--- config.mk ---
export PLATFORM = sky130hd
export DESIGN_NAME = bridge_status_gen_flat
export DESIGN_NICKNAME = d
export VERILOG_FILES = /design/src/rtl/bridge_status_if.sv /design/src/rtl/bridge_status_gen.sv /design/src/flat_wrapper.sv
export SDC_FILE = /design/constraint.sdc
export NUM_CORES = 1
export LEC_CHECK = 0
export CORE_MARGIN = 3
export CORE_UTILIZATION = 40
export DETAILED_ROUTE_END_ITERATION = 8
export PLACE_DENSITY_LB_ADDON = 0.12
export SLEW_MARGIN = 30
export SYNTH_ARGS = -nofsm -noshare
export SYNTH_HDL_FRONTEND = slang
export SYNTH_SLANG_ARGS = --single-unit
--- constraint.sdc ---
create_clock -name clk -period 1.5 [get_ports clk]
set_input_delay 0.3 -clock clk [delete_from_list [all_inputs] [get_ports clk]]
set_output_delay 0.3 -clock clk [all_outputs]
set_load 0.01 [all_outputs]
--- src/rtl/bridge_status_if.sv ---
// Bridge status bus: event pulses and raw state in, registered status set out.
// The master modport is the status generator; the slave modport is its event source / status reader.
interface bridge_status_if #(
  parameter int ERR_CNT_W = 8
);
  logic                 cmd_start;
  logic                 cmd_done;
  logic                 err_valid;
  logic [7:0]           err_code;
  logic                 err_clear;
  logic [2:0]           parser_state_i;
  logic [2:0]           bridge_state_i;
  logic                 internal_valid_i;
  logic                 response_ready_i;

  logic                 bridge_busy;
  logic [7:0]           bridge_error;
  logic                 system_ready;
  logic [2:0]           parser_state;
  logic [2:0]           bridge_state;
  logic                 internal_valid;
  logic                 response_ready;
  logic [ERR_CNT_W-1:0] err_count;
  logic                 busy_timeout;

  modport master (
    input  cmd_start, cmd_done, err_valid, err_code, err_clear,
    input  parser_state_i, bridge_state_i, internal_valid_i, response_ready_i,
    output bridge_busy, bridge_error, system_ready, parser_state, bridge_state,
    output internal_valid, response_ready, err_count, busy_timeout
  );

  modport slave (
    output cmd_start, cmd_done, err_valid, err_code, err_clear,
    output parser_state_i, bridge_state_i, internal_valid_i, response_ready_i,
    input  bridge_busy, bridge_error, system_ready, parser_state, bridge_state,
    input  internal_valid, response_ready, err_count, busy_timeout
  );
endinterface

--- src/rtl/bridge_status_gen.sv ---
// Producer of the bridge status bus: startup delay, busy tracking, sticky error capture, mirrors.
// Define STATUS_TIMEOUT_EN to build the BUSY watchdog (busy_timeout pulse and internal error 0xFE).
module bridge_status_gen #(
  parameter int READY_DELAY  = 16,
  parameter int ERR_CNT_W    = 8,
  parameter int BUSY_TIMEOUT = 1024
) (
  input  logic             clk,
  input  logic             rst,
  bridge_status_if.master  bus
);

  localparam int                DLY_W    = $clog2(READY_DELAY + 1);
  localparam logic [DLY_W-1:0]  DLY_LAST = DLY_W'(READY_DELAY - 1);
  localparam logic [7:0]        TMO_CODE = 8'hFE;

  typedef enum logic [1:0] {
    ST_INIT = 2'd0,
    ST_IDLE = 2'd1,
    ST_BUSY = 2'd2
  } state_t;

  function automatic logic [ERR_CNT_W-1:0] sat_add(input logic [ERR_CNT_W-1:0] a,
                                                   input logic [1:0]           inc);
    logic [ERR_CNT_W:0] sum;
    sum = {1'b0, a} + (ERR_CNT_W+1)'(inc);
    return sum[ERR_CNT_W] ? '1 : sum[ERR_CNT_W-1:0];
  endfunction

  state_t               state_q, state_d;
  logic [DLY_W-1:0]     dly_q, dly_d;
  logic                 busy_q, ready_q;
  logic [7:0]           err_q, err_d, err_base;
  logic [ERR_CNT_W-1:0] cnt_q, cnt_d;
  logic                 ext_err, int_err;
  logic [2:0]           parser_state_p1, bridge_state_p1;
  logic                 internal_valid_p1, response_ready_p1;

`ifdef STATUS_TIMEOUT_EN
  localparam int               TMO_W    = $clog2(BUSY_TIMEOUT);
  localparam logic [TMO_W-1:0] TMO_LAST = TMO_W'(BUSY_TIMEOUT - 1);
  logic [TMO_W-1:0]            tmo_q, tmo_d;
  logic                        tmo_hit;
  logic                        tmo_pulse_q;
`endif

  always_comb begin
    state_d = state_q;
    dly_d   = dly_q;
`ifdef STATUS_TIMEOUT_EN
    tmo_d   = tmo_q;
    tmo_hit = 1'b0;
`endif
    case (state_q)
      ST_INIT: begin
        if (dly_q == DLY_LAST) state_d = ST_IDLE;
        else                   dly_d   = dly_q + 1'b1;
      end
      ST_IDLE: begin
`ifdef STATUS_TIMEOUT_EN
        tmo_d = '0;
`endif
        if (bus.cmd_start) state_d = ST_BUSY;
      end
      ST_BUSY: begin
        // A done+start pair back-to-back keeps the bridge busy with a fresh command.
        if (bus.cmd_done && !bus.cmd_start) state_d = ST_IDLE;
`ifdef STATUS_TIMEOUT_EN
        if (bus.cmd_done) begin
          tmo_d = '0;
        end else if (tmo_q == TMO_LAST) begin
          state_d = ST_IDLE;
          tmo_hit = 1'b1;
        end else begin
          tmo_d = tmo_q + 1'b1;
        end
`endif
      end
      default: state_d = ST_INIT;
    endcase
  end

`ifdef STATUS_TIMEOUT_EN
  assign int_err = tmo_hit;
`else
  assign int_err = 1'b0;
`endif

  // Sticky first-error capture; an external code wins over a simultaneous watchdog error.
  always_comb begin
    ext_err  = bus.err_valid && (bus.err_code != 8'h00);
    err_base = bus.err_clear ? 8'h00 : err_q;
    err_d    = err_base;
    if (err_base == 8'h00) begin
      if (ext_err)      err_d = bus.err_code;
      else if (int_err) err_d = TMO_CODE;
    end
    cnt_d = sat_add(cnt_q, {1'b0, ext_err} + {1'b0, int_err});
  end

  always_ff @(posedge clk or posedge rst) begin
    if (rst) begin
      state_q           <= ST_INIT;
      dly_q             <= '0;
      busy_q            <= 1'b0;
      ready_q           <= 1'b0;
      err_q             <= 8'h00;
      cnt_q             <= '0;
      parser_state_p1   <= 3'd0;
      bridge_state_p1   <= 3'd0;
      internal_valid_p1 <= 1'b0;
      response_ready_p1 <= 1'b0;
`ifdef STATUS_TIMEOUT_EN
      tmo_q             <= '0;
      tmo_pulse_q       <= 1'b0;
`endif
    end else begin
      state_q           <= state_d;
      dly_q             <= dly_d;
      busy_q            <= (state_d == ST_BUSY);
      ready_q           <= (state_d != ST_INIT);
      err_q             <= err_d;
      cnt_q             <= cnt_d;
      parser_state_p1   <= bus.parser_state_i;
      bridge_state_p1   <= bus.bridge_state_i;
      internal_valid_p1 <= bus.internal_valid_i;
      response_ready_p1 <= bus.response_ready_i;
`ifdef STATUS_TIMEOUT_EN
      tmo_q             <= tmo_d;
      tmo_pulse_q       <= tmo_hit;
`endif
    end
  end

  assign bus.bridge_busy    = busy_q;
  assign bus.bridge_error   = err_q;
  assign bus.system_ready   = ready_q;
  assign bus.parser_state   = parser_state_p1;
  assign bus.bridge_state   = bridge_state_p1;
  assign bus.internal_valid = internal_valid_p1;
  assign bus.response_ready = response_ready_p1;
  assign bus.err_count      = cnt_q;
`ifdef STATUS_TIMEOUT_EN
  assign bus.busy_timeout   = tmo_pulse_q;
`else
  assign bus.busy_timeout   = 1'b0;
`endif

endmodule

--- src/flat_wrapper.sv ---
// flat-port wrapper written by rule: the top's interface ports become plain ports
module bridge_status_gen_flat 
#(
  parameter int READY_DELAY  = 16,
  parameter int ERR_CNT_W    = 8,
  parameter int BUSY_TIMEOUT = 1024
)
  (clk, rst, bus_cmd_start, bus_cmd_done, bus_err_valid, bus_err_code, bus_err_clear, bus_parser_state_i, bus_bridge_state_i, bus_internal_valid_i, bus_response_ready_i, bus_bridge_busy, bus_bridge_error, bus_system_ready, bus_parser_state, bus_bridge_state, bus_internal_valid, bus_response_ready, bus_err_count, bus_busy_timeout);
  bridge_status_if #(.ERR_CNT_W(ERR_CNT_W)) bus_i ();
  input  logic clk;
  input  logic rst;
  input wire logic [$bits(bus_i.cmd_start)-1:0] bus_cmd_start;
  input wire logic [$bits(bus_i.cmd_done)-1:0] bus_cmd_done;
  input wire logic [$bits(bus_i.err_valid)-1:0] bus_err_valid;
  input wire logic [$bits(bus_i.err_code)-1:0] bus_err_code;
  input wire logic [$bits(bus_i.err_clear)-1:0] bus_err_clear;
  input wire logic [$bits(bus_i.parser_state_i)-1:0] bus_parser_state_i;
  input wire logic [$bits(bus_i.bridge_state_i)-1:0] bus_bridge_state_i;
  input wire logic [$bits(bus_i.internal_valid_i)-1:0] bus_internal_valid_i;
  input wire logic [$bits(bus_i.response_ready_i)-1:0] bus_response_ready_i;
  output wire logic [$bits(bus_i.bridge_busy)-1:0] bus_bridge_busy;
  output wire logic [$bits(bus_i.bridge_error)-1:0] bus_bridge_error;
  output wire logic [$bits(bus_i.system_ready)-1:0] bus_system_ready;
  output wire logic [$bits(bus_i.parser_state)-1:0] bus_parser_state;
  output wire logic [$bits(bus_i.bridge_state)-1:0] bus_bridge_state;
  output wire logic [$bits(bus_i.internal_valid)-1:0] bus_internal_valid;
  output wire logic [$bits(bus_i.response_ready)-1:0] bus_response_ready;
  output wire logic [$bits(bus_i.err_count)-1:0] bus_err_count;
  output wire logic [$bits(bus_i.busy_timeout)-1:0] bus_busy_timeout;
  assign bus_i.cmd_start = bus_cmd_start;
  assign bus_i.cmd_done = bus_cmd_done;
  assign bus_i.err_valid = bus_err_valid;
  assign bus_i.err_code = bus_err_code;
  assign bus_i.err_clear = bus_err_clear;
  assign bus_i.parser_state_i = bus_parser_state_i;
  assign bus_i.bridge_state_i = bus_bridge_state_i;
  assign bus_i.internal_valid_i = bus_internal_valid_i;
  assign bus_i.response_ready_i = bus_response_ready_i;
  assign bus_bridge_busy = bus_i.bridge_busy;
  assign bus_bridge_error = bus_i.bridge_error;
  assign bus_system_ready = bus_i.system_ready;
  assign bus_parser_state = bus_i.parser_state;
  assign bus_bridge_state = bus_i.bridge_state;
  assign bus_internal_valid = bus_i.internal_valid;
  assign bus_response_ready = bus_i.response_ready;
  assign bus_err_count = bus_i.err_count;
  assign bus_busy_timeout = bus_i.busy_timeout;
  bridge_status_gen #(.READY_DELAY(READY_DELAY), .ERR_CNT_W(ERR_CNT_W), .BUSY_TIMEOUT(BUSY_TIMEOUT)) u_core (.clk(clk), .rst(rst), .bus(bus_i));
endmodule
Yosys cells after proc, flatten, opt, wreduce, memory -nomap -nowiden
Cells that the tools add are included.
W data, S select, Z words.
Storage, ports and cells
  bits in read-only memories: 0
  latch bits: 0
  logic and storage cells: 33
  memory bits (writable): 0
  register bits: 33
  output and inout bits: 27
  input bits: 22
  memories kept: 0
Cells by class
  divide/modulo/power cells: 0
  bitwise operators: 1
  mux-type cells: 8
  reductions and logical operators: 8
  add/sub/neg operators: 2
  shift operators: 0
  $mul: 0
  magnitude comparators: 0
  eq/ne operators: 4
Operators by type and width (count)
  $mux W8: 4
  $add A8 B1 Y9: 1
  $logic_not A8 Y1: 1
  $reduce_bool A8 Y1: 1
  $mux W2: 3
  $pmux W2 S3: 1
  $add A5 B1 Y5 const B: 1
  $eq A5 B4 Y1 const B: 1
  $eq A2 B2 Y1 const B: 2
  $eq A2 B1 Y1 const B: 1
  $logic_and A1 B1 Y1: 2
  $logic_not A2 Y1: 1
  $reduce_and A2 Y1: 1
  $reduce_bool A2 Y1: 1
  $logic_not A1 Y1: 1
  $not A1 Y1: 1

Depth between registers and ports, before layout
  depth after elaboration: 5
  depth in mapped cells: 8
  mapped depth without buffers: 7

Least setup slack after synthesis
Ideal clock, no wire load.
  path kind: input port to flip-flop
  start point: input port bus_err_valid
  end point: register u_core.cnt_q[6], in the netlist u_core.bus.err_count[6]
  cell stages on the path: 8
  setup time: 0.125 ns
  arrival time: 1.802 ns
  path slack: -0.427 ns
  required time: 1.375 ns
  buffers on the path: 2
  cells stage by stage: buf_2 -> buf_2 -> a21boi_0 -> ha_1 -> ha_1 -> nand3_1 -> nor2_1 -> mux2_2
Between the ends
  longest elaborated chain between the ends: 3
Ends and longest elaborated chain
  start, declared: RTL line flat_wrapper.sv:14  | input wire logic [$bits(bus_i.err_valid)-1:0] bus_err_valid;
  $logic_and A1 B1 Y1: RTL line bridge_status_gen.sv:91  | ext_err = bus.err_valid && (bus.err_code != 8'h00);
  $add A8 B1 Y9: RTL line bridge_status_gen.sv:26  | sum = {1'b0, a} + (ERR_CNT_W+1)'(inc);
  $mux W8: RTL line bridge_status_gen.sv:27  | return sum[ERR_CNT_W] ? '1 : sum[ERR_CNT_W-1:0];
  named net u_core.cnt_d[6]: RTL line bridge_status_gen.sv:34  | logic [ERR_CNT_W-1:0] cnt_q, cnt_d;
  end signal, assigned: RTL line bridge_status_gen.sv:123  | cnt_q <= cnt_d;
  end, declared: RTL line bridge_status_gen.sv:34
The timed path passes the listed nets, and every way through them passes these cells.
A chain may end at the register's enable or synchronous reset.

Worst setup path in the final report
  start point: register u_core.dly_q[0]
  end point: register u_core.dly_q[1]
Between the ends
  longest elaborated chain between the ends: 3
  elaborated cells between the ends (all ways): 4
  those cells by class: add/sub (1); eq/ne (1); bitwise (1); reduce/logical (1)
Ends and longest elaborated chain
  start, declared: RTL line bridge_status_gen.sv:31  | logic [DLY_W-1:0] dly_q, dly_d;
  start signal, assigned: RTL line bridge_status_gen.sv:119  | dly_q <= dly_d;
  branches (longest 3 deep; another with $add A5 B1 Y5)
Several ways; the timed one is not identified.

==> results.md <==
- Run status: finished, violations left
- Failing checks: negative setup slack
- Routed wire per std cell: around 14 µm
- Finish-stage setup viols: 3
- Vias: 1266
- Final Non-Filler Cells: around 250
- Gr usage total: a little under a fifth
- Post-DP Area: around 2200 µm²
- Share of the synthesized area in the top cell type: around 58%
- Cell Pwr Density: about 1500 nW/µm²
- Clock Pin Slew Worst Setup and Hold Paths: 110 ps
- CP Capture Type: flop
- Max Fclk: 634 MHz
- Router iterations before antenna repair: 4
- Combinational power share: 43.6%
- Drt drc: 0
- Die width: 65.6 µm
- Skew-Pair Late Insertion Delay: about 330 ps
- Via/cell ratio: roughly 5.0
- Synthesized flop and latch total: 33
- Clk network pwr share: about a fifth
- HP Class: input pin to flop
- Slew Viols, Final: 0
- Most common cell in the netlist: dfrtp_1
- Place WS: -683 ps
- Ys Warns: 0
- Cts hold-fix bufs: 0
- Ports: between 40 and 50
- Top_reg_cell synth: dfrtp_1
- Final ANT Viol Nets: 0
- Setup WS post-layout: -76.6 ps
- Syn Area/Cell: approximately 11 µm²
- Maxcap violations: 0
- Post-synth ARST share: 100%
- H-tree level count: 2
- Initial antenna violation count: 0
- Startpoint types: flop
- CTS tree: built
- Diodes inserted: 0
- Syn Inst Count: 127
- Yosys top cell by area: dfrtp_1
- Fin crit period: approximately 1600 ps
- Fraction of layout cells with a size suffix above 1: a little under a third
- Post-route cell area: approximately 2300 µm²
- CP required: 1720 ps
- Worst Skew: 8.89 ps
- Vias in the first global route: about 1300
- First-pass GRT wire length: around 6000 µm
- Largest net degree at the start of global routing: 18
- Synth Cell Area: 1420 µm²
- Die area: between 4000 and 5000 µm²
- Clock Path Buffers: 2
- Input/output buffers: 47
- Top cells by area, synth: dfrtp_1 58%, a31oi_1 5.3%, nor2b_1 4.4%, o21ai_0 3.9%, ha_1 3.5%
- Placer congestion estimate: roughly 0.82
- Register area share after synthesis: 58.2%
- Total power: approximately 3.5 mW
- CTS sink count: 33
- Internal: 2.33 mW
- Num CTS Buffers: 5
- Post-DP HPWL: roughly 2500 µm
- RSZ-0062 raised after global routing: yes
- Post-Syn Nets: approximately 150
- Row count: 20
- Critical path type: flop to flop
- Hold path depth: 3
- Cell variety after synth: 32
- Clock Tree Root: clkbuf_4
- Maximum vdd drop: about 0.0012 V
- Hold Vio Cnt, Final: 0
- Commonest cells post-synth: 33 x dfrtp_1, 13 x nand2_1, 12 x a31oi_1, 11 x o21ai_0, 10 x nor2b_1
- DR iter-0 viols: 71
- Crit path DAT: roughly 1800 ps
- Period utilization: 105%
- Power share of the sequential group: between 30% and 40%
- Post-synth EDFFs: 0
- Core area: approximately 3200 µm²
- Reg2reg path depth: 5
- Nets: roughly 230
- Switching Fraction: about 34%
- Switch Pwr: between 1 and 1.5 mW
- Die Y-Extent: 65.6 µm
- Initial core utilization: between 40% and 50%
- P_leak: between 1 and 1.5 nW
- Placed insts: 236
- Drt total wl: about 3500 µm
- Area delta synth->final: 60.5%
- Global route overflow: 0
- CP max FO: 5
==> cells by family (layout without fill, tap and decap cells) <==
family,after synthesis,in the layout,share of synthesized area [%]
AO/OA/AOI/OAI,32,32,13.1
flip-flops,33,33,58.2
multiplexers,4,4,3.35
XOR/XNOR,3,3,1.85
other,1,1,0.264
adder cells (fa/ha/maj),4,4,3.53
buffers and inverters,7,87,2.38
AND/OR/NAND/NOR,43,43,17.4
==> registers in the layout, summed over array words and instances, names as in the netlist <==
signal	flops
u_core.bus.bridge_state	3
u_core.state_q	2
u_core.bus.system_ready	1
u_core.bus.bridge_busy	1
u_core.bus.parser_state	3
u_core.bus.bridge_error	8
u_core.dly_q	5
u_core.bus.err_count	8
u_core.bus.internal_valid	1
u_core.bus.response_ready	1
==> per-stage QoR <==
step / util [%] / setup TNS [ps] / hold slack, ps
final: 71.1 / -132 / 247
after floorplan: - / -729 / 331
after detailed placement: 67.5 / -5250 / 467
after global routing: 71.1 / -626 / 231
after global placement: 67.5 / -4820 / 464
after CTS: 71.5 / -119 / 286
==> metal layers <==
metal	wire (µm)	track usage [%]	up-vias
li1	-	-	611
met2	1790	32.6	38
met5	0	0	-
met4	18	6.22	0
met3	184	5.13	2
met1	1520	21.7	615
==> power by group through the flow <==
stage	clock network (mW)	logic [mW]	registers, mW
after global placement	0	1.37	1.35
after CTS	0.701	1.50	1.30
after global routing	0.750	1.68	1.34
after floorplan	0	0.599	1.46
after detailed placement	0	1.43	1.36
final	0.681	1.54	1.31
==> worst paths after layout <==
check                                            start                                   end  slack (ps)
max                        u_core.dly_q[0]$_DFFE_PP0P_           u_core.dly_q[1]$_DFFE_PP0P_         -80
min                                    bus_err_code[0]  u_core.bus.bridge_error[0]$_DFF_PP0_         250
max reg2reg                u_core.dly_q[0]$_DFFE_PP0P_           u_core.dly_q[1]$_DFFE_PP0P_         -80
min reg2reg                u_core.dly_q[3]$_DFFE_PP0P_           u_core.dly_q[3]$_DFFE_PP0P_         490
max in group asynchronous                          rst     u_core.bus.err_count[2]$_DFF_PP0_        1000
min in group asynchronous                          rst  u_core.bus.bridge_error[6]$_DFF_PP0_         280
==> critical path, stage by stage (launching register included) <==
cell	delay, ps
dfrtp_1	400
ha_2	200
and3_4	180
ha_4	160
nor3_4	200
mux2_4	320
==> repair_timing <==
item / in CTS / in global routing
setup buffers: 6 / 1
setup endpoints to repair: 40 / 13
pin swaps: 11 / 5
gates resized for setup: 49 / 10
==> layout make-up <==
class,count,area [µm²]
Sequential cell,33,828
Timing Repair Buffer,76,624
Fill cell,275,926
Clock inverter,3,46.3
Clock buffer,5,37.5
Tap cell,44,55.1
Inverter,3,11.3
Multi-Input combinational cell,87,674
==> placed cells by master, fill, tap and decap left out, drive strengths merged, types with 2 or more instances in the layout <==
| cell type | count |
|---|---|
| dfrtp | 33 |
| buf | 32 |
| dlygate4sd2 | 27 |
| nand2 | 13 |
| a31oi | 12 |
| clkdlybuf4s50 | 12 |
| o21ai | 12 |
| nor2b | 10 |
| clkbuf | 8 |
| a21oi | 4 |
| ha | 4 |
| nor4 | 4 |
| nand2b | 3 |
| mux2 | 3 |
| inv | 3 |
| nor2 | 3 |
| or2 | 2 |
| xnor2 | 2 |
| clkdlybuf4s15 | 2 |
| nor3 | 2 |
| nand3 | 2 |
| nand4 | 2 |
(Power assumes the default switching activity.)
